File: src/rtl/fp_issue_unit.sv
// FP issue stage: 32x32 register file, one-entry issue register, operand forwarding
// from FPU E3/WB, and RAW interlock against FPU stages E1/E2.
module fp_issue_unit #(
  parameter int CNT_W = 16
) (
  input  logic             clk,
  input  logic             rst_n,
  input  logic             in_valid,
  output logic             in_ready,
  input  logic [2:0]       in_fc,
  input  logic [4:0]       in_fs,
  input  logic [4:0]       in_ft,
  input  logic [4:0]       in_fd,
  input  logic             in_wf,
  input  logic             e1w,
  input  logic             e2w,
  input  logic             e3w,
  input  logic [4:0]       e1n,
  input  logic [4:0]       e2n,
  input  logic [4:0]       e3n,
  input  logic [31:0]      ed,
  input  logic             ww,
  input  logic [4:0]       wn,
  input  logic [31:0]      wd,
  input  logic             fpu_stall,
  output logic [31:0]      a,
  output logic [31:0]      b,
  output logic [2:0]       fc,
  output logic             wf,
  output logic [4:0]       fd,
  output logic             ein,
  output logic             raw_stall,
  input  logic [4:0]       dbg_addr,
  output logic [31:0]      dbg_data,
  output logic [CNT_W-1:0] issued_cnt,
  output logic [CNT_W-1:0] stall_cnt
);

  logic             r_vq;
  logic [2:0]       r_fc;
  logic [4:0]       r_fs;
  logic [4:0]       r_ft;
  logic [4:0]       r_fd;
  logic             r_wf;
  logic [31:0]      r_regfile [32];
  logic [CNT_W-1:0] r_issued_cnt;
  logic [CNT_W-1:0] r_stall_cnt;

  logic w_uses_b;
  logic w_haz_a;
  logic w_haz_b;
  logic w_issue;
  logic w_accept;

  // Forwarding priority: E3 result is younger than WB, WB is younger than the regfile.
  assign a = (e3w && e3n == r_fs) ? ed :
             (ww  && wn  == r_fs) ? wd : r_regfile[r_fs];
  assign b = (e3w && e3n == r_ft) ? ed :
             (ww  && wn  == r_ft) ? wd : r_regfile[r_ft];
  assign dbg_data = (e3w && e3n == dbg_addr) ? ed :
                    (ww  && wn  == dbg_addr) ? wd : r_regfile[dbg_addr];

  // sqrt takes a single operand, so ft never causes an interlock for it.
  assign w_uses_b  = (r_fc[2:1] != 2'b11);
  assign w_haz_a   = (e1w && e1n == r_fs) || (e2w && e2n == r_fs);
  assign w_haz_b   = (e1w && e1n == r_ft) || (e2w && e2n == r_ft);
  assign raw_stall = r_vq && (w_haz_a || (w_uses_b && w_haz_b));

  assign ein      = r_vq && !raw_stall;
  assign w_issue  = ein && !fpu_stall;
  assign in_ready = !r_vq || w_issue;
  assign w_accept = in_valid && in_ready;

  assign fc         = r_fc;
  assign fd         = r_fd;
  assign wf         = r_wf;
  assign issued_cnt = r_issued_cnt;
  assign stall_cnt  = r_stall_cnt;

  // NOTE: sequential state uses non-blocking assignments so every flop samples pre-edge values.
  always_ff @(posedge clk or negedge rst_n) begin
    if (!rst_n) begin
      r_vq <= 1'b0;
      r_fc <= '0;
      r_fs <= '0;
      r_ft <= '0;
      r_fd <= '0;
      r_wf <= 1'b0;
    end else if (w_accept) begin
      r_vq <= 1'b1;
      r_fc <= in_fc;
      r_fs <= in_fs;
      r_ft <= in_ft;
      r_fd <= in_fd;
      r_wf <= in_wf;
    end else if (w_issue) begin
      r_vq <= 1'b0;
    end
  end

  // NOTE: the regfile is built from flops and must read as zero after reset, so every entry is reset.
  always_ff @(posedge clk or negedge rst_n) begin
    if (!rst_n) begin
      for (int i = 0; i < 32; i++) r_regfile[i] <= '0;
    end else if (ww) begin
      r_regfile[wn] <= wd;
    end
  end

  always_ff @(posedge clk or negedge rst_n) begin
    if (!rst_n) begin
      r_issued_cnt <= '0;
      r_stall_cnt  <= '0;
    end else begin
      if (w_issue)         r_issued_cnt <= r_issued_cnt + CNT_W'(1);
      if (r_vq && !w_issue) r_stall_cnt <= r_stall_cnt + CNT_W'(1);
    end
  end

endmodule

File: config.mk
export PLATFORM = sky130hd
export DESIGN_NAME = fp_issue_unit
export DESIGN_NICKNAME = d
export VERILOG_FILES = /design/src/rtl/fp_issue_unit.sv
export SDC_FILE = /design/constraint.sdc
export NUM_CORES = 2
export LEC_CHECK = 0
export ABC_AREA = 1
export ABC_CLOCK_PERIOD_IN_PS = 9150
export CAP_MARGIN = 5
export CELL_PAD_IN_SITES_DETAIL_PLACEMENT = 0
export CELL_PAD_IN_SITES_GLOBAL_PLACEMENT = 2
export CORE_MARGIN = 5
export CORE_UTILIZATION = 38
export CTS_BUF_LIST = sky130_fd_sc_hd__clkbuf_16
export CTS_CLUSTER_DIAMETER = 40
export CTS_CLUSTER_SIZE = 30
export DETAILED_ROUTE_END_ITERATION = 10
export GPL_TIMING_DRIVEN = 1
export PLACE_DENSITY = 0.88
export SYNTH_ARGS = -nofsm -noshare
export SYNTH_HDL_FRONTEND = slang
export SYNTH_SLANG_ARGS = --single-unit
File: constraint.sdc
create_clock -name clk -period 9.15 [get_ports clk]
set_input_delay 2.745 -clock clk [delete_from_list [all_inputs] [get_ports clk]]
set_output_delay 2.745 -clock clk [all_outputs]
set_load 0.1 [all_outputs]
==> impl_results.md <==
- Dominant cells by area after synthesis: sky130_fd_sc_hd__dfrtp_1 (38%), sky130_fd_sc_hd__nand2_1 (18%), sky130_fd_sc_hd__o21ai_0 (11%), sky130_fd_sc_hd__nand3_1 (8.8%), sky130_fd_sc_hd__o211ai_1 (7.4%)
- Mean routed wirelength per cell: 26.50 um
- DR DRC count: 0
- Total placed instance area: between 70000 and 80000 um^2
- Die Y: 441.7 um
- Setup skew after layout: 0.02433 ns
- Fraction of power consumed by the clock network: 34.0%
- Post-synthesis instance area: ~71000 um^2
- Signal arrival time at the worst endpoint: 5.71 ns
- Combinational fraction of design power: 38.3%
- Hold buffers post-CTS: 0
- Run status: finished clean
- Nature of the critical path startpoint: input pin
- IO buf count: 255
- Post-cts resize count: 0
- Core area: 185400 um^2
- Number of max-cap violations: 0
- Cell-internal power: 13.59 mW
- Register bit total from synthesis: 1076
- Worst hold path depth: 2
- Measured slew at the worst slew-check pin: 1.234 ns
- Maximum clock frequency: 118.3 MHz
- Worst Path Buf+Inv: 4
- Setup repair after global routing missed its margin: false
- Levels on crit path: 9
- Vias/cell: ~6.1
- Number of buffers added for setup after CTS: 0
- Longest Clk Path Bufs: 3
- Number of warnings issued by yosys: 0
- Seq/Total Area, Yosys: 38.03%
- Switching share of power: between 40% and 50%
- Maximum number of pins on one net before global-route repair: approximately 220
- Remaining number of nets flagged by the antenna check after routing: 0
- Post-Synthesis Cells: 10810
- Share of layout cells above drive strength 1: 6.685%
- Cts bufs inserted: around 210
- Via count of the first global-routing pass: 75330
- Global-route usage over all layers: 34.22%
- Growth of design area from synthesis to finish: 17.20%
- Total number of vias: approximately 80000
- Ordered cell list for the critical path: clkdlybuf4s50_1, inv_1, o22ai_1, nor2_1, nand3_4, buf_12, nand3_1, a21oi_1, buf_4
- Count of unique library cells instantiated by Yosys: 28
- Final setup violation count: 0
- Final Net Count: 10570
- Final RePlAce weighted congestion: approximately 0.86
- Cell taking the most area after synthesis: sky130_fd_sc_hd__dfrtp_1
- Global-route wire length before repair: 509800 um
- Leakage: 36.69 nW
- Worst-Skew Late Latency: between 0.8 and 0.9 ns
- Element type at the critical path end: output pin
- Crit-path leading delay family: buffers and inverters
- Avg Inst Size Synth: 6.550 um^2
- Share of total power in sequential cells: between 20 and 30%
- Detailed placer's ending HPWL: 182500 um
- Total power per unit cell area: 291.2 nW/um^2
- Fin. max-slew vios: 0
- Number of detailed-route iterations in the first pass: 9
- Syn nets: 10930
- Number of antenna violations at the first check in global routing: 8
- Data required time at the worst endpoint: 6.41 ns
- Depth of the worst register-to-register path: 13
- Final-report hold violation count: 0
- Met2 global-route usage: ~54%
- Drt first-iter violations: 11050
- Final wirelength: 347800 um
- Clock transition time at the flip-flop clock pins of the worst setup and hold paths: 0.05 ns
- # rows: 158
- Number of top-level pins: 256
- Met1 global-route usage: 43.50%
- Cell area after layout: 82990 um^2
- Busiest grt layer: met2
- Final period util: around 90%
- Horizontal die dimension: 441.7 um
- Max Fanout on Critical Path: 64
- CTS HTree Levels: 4
- Critical path's slowest cell: sky130_fd_sc_hd__clkdlybuf4s50_1
- Die area: 195100 um^2
- Starting density of the core: between 30% and 40%
- CTS tree: done
- Net switching power figure: ~11 mW
- Clk sinks: 1076
- WS Path Type: in -> out
- Setup Total Neg Slack: 0 ns
- Sum of overflow across all layers after global routing: 0
- Share of the synthesized area in the top cell type: between 30% and 40%
- Worst min-delay path class: reg -> reg
- Highest cell delay on the worst timing path: 0.75 ns
- Routing usage on met3: under 10%
- Shortest period the worst path allows: ~8.5 ns
- Clock root cell: sky130_fd_sc_hd__clkbuf_16
- Worst ir drop on vdd: roughly 0.00032 V
- Relative slew slack: between 10% and 20%
[metal layers]
| metal | wire length, um | share of wire [%] |
|---|---|---|
| met1 | 136000 | 39 |
| met2 | 153600 | 44 |
| met3 | 35390 | 10 |
| met4 | 22810 | 6.6 |
| met5 | 10 | 0.0029 |
[area by class of cell]
type	instances	area, um^2
antenna	8	20.02
clock buffer	214	5355
clock inverter	190	2175
fill	19200	102400
inverter	342	1354
multi-input combinational	8389	38870
sequential	1076	26960
tap	2480	3103
timing repair buffer	424	5149
[stage by stage]
step	hold slack, ns	total power [mW]	instances	worst slack [ns]	utilization [%]
detailed placement	0.4619	15.82	12710	0.7891	40.68
global placement	0.4520	15.73	12710	0.8034	40.68
global route	0.4862	25.26	13120	0.6991	44.75
floorplan	0.4530	12.49	10810	0.9266	-
CTS	0.4736	24.06	13120	0.7810	44.74
finish	0.4697	24.16	13120	0.6952	44.76
[worst paths after layout]
| kind | to | startpoint | slack (ns) |
|---|---|---|---|
| setup / recovery | a[24] | wn[3] | 0.70 |
| hold / removal | fd[2] | fd[2] | 0.47 |
| setup reg to reg | issued_cnt[15] | r_ft[2] | 4.93 |
| hold reg to reg | fd[2] | fd[2] | 0.47 |
| max in group asynchronous | r_regfile[653] | rst_n | 5.43 |
| min in group asynchronous | r_regfile[42] | rst_n | 1.96 |
[power groups by stage]
stage / Sequential (mW) / Combinational (mW) / Clock [mW]
finish: 6.70 / 9.25 / 8.21
global route: 6.81 / 9.91 / 8.53
CTS: 6.65 / 9.13 / 8.28
detailed placement: 6.71 / 9.10 / 0
global placement: 6.69 / 9.04 / 0
floorplan: 6.67 / 5.82 / 0
[worst reg2reg max path, stage by stage (launching register included)]
cell                      delay [ns]
sky130_fd_sc_hd__dfrtp_4        0.69
sky130_fd_sc_hd__inv_6          0.84
sky130_fd_sc_hd__buf_4          0.51
sky130_fd_sc_hd__nand2_1        0.10
sky130_fd_sc_hd__nand2_1        0.08
sky130_fd_sc_hd__nor2_1         0.05
sky130_fd_sc_hd__nand3_1        0.09
sky130_fd_sc_hd__nand2_1        0.13
sky130_fd_sc_hd__nand2_1        0.13
sky130_fd_sc_hd__nand2_1        0.09
sky130_fd_sc_hd__nor2_1         0.10
sky130_fd_sc_hd__buf_4          0.20
sky130_fd_sc_hd__nand2_1        0.65
sky130_fd_sc_hd__o21ai_0        0.44
[kinds of logic after synthesis]
family          after synthesis  share of synthesized area (%)
xor+xnor                     33                         0.4082
simple gates               5592                          32.09
fa+ha+maj                     2                        0.03533
flops                      1076                          38.03
compound gates             2762                          22.03
buf+inv                    1346                          7.420
[synthesized netlist by cell type, drive strengths merged]
cell type,n
nor2,889
dfrtp,1076
o21ai,1649
nand3b,3
a21oi,398
o211ai,699
clkinv,5
o21bai,1
buf,247
nor3,22
ha,2
a221oi,1
o22ai,14
nor4,3
xor2,15
nand2,3426
nand3,1243
nand4,6
xnor2,18
clkbuf,757
inv,337
[sequential cells by signal (all words and copies together), names as in the netlist]
signal      flops
stall_cnt      16
r_ft            5
r_regfile    1024
fc              3
fd              5
r_vq            1
r_fs            5
issued_cnt     16
wf              1
[cells in the final DEF, fill, tap and decap left out, drive strengths merged]
master and n:
a21oi 398, a221oi 1, buf 274, bufinv 32, clkbuf 214, clkdlybuf4s50 150
clkinv 95, clkinvlp 27, dfrtp 1076, diode 8, ha 2, inv 378
nand2 3426, nand3 1243, nand3b 3, nand4 6, nor2 889, nor3 22
nor4 3, o211ai 699, o21ai 1649, o21bai 1, o22ai 14, xnor2 18
xor2 15
Power figures use the tool's default switching activity.
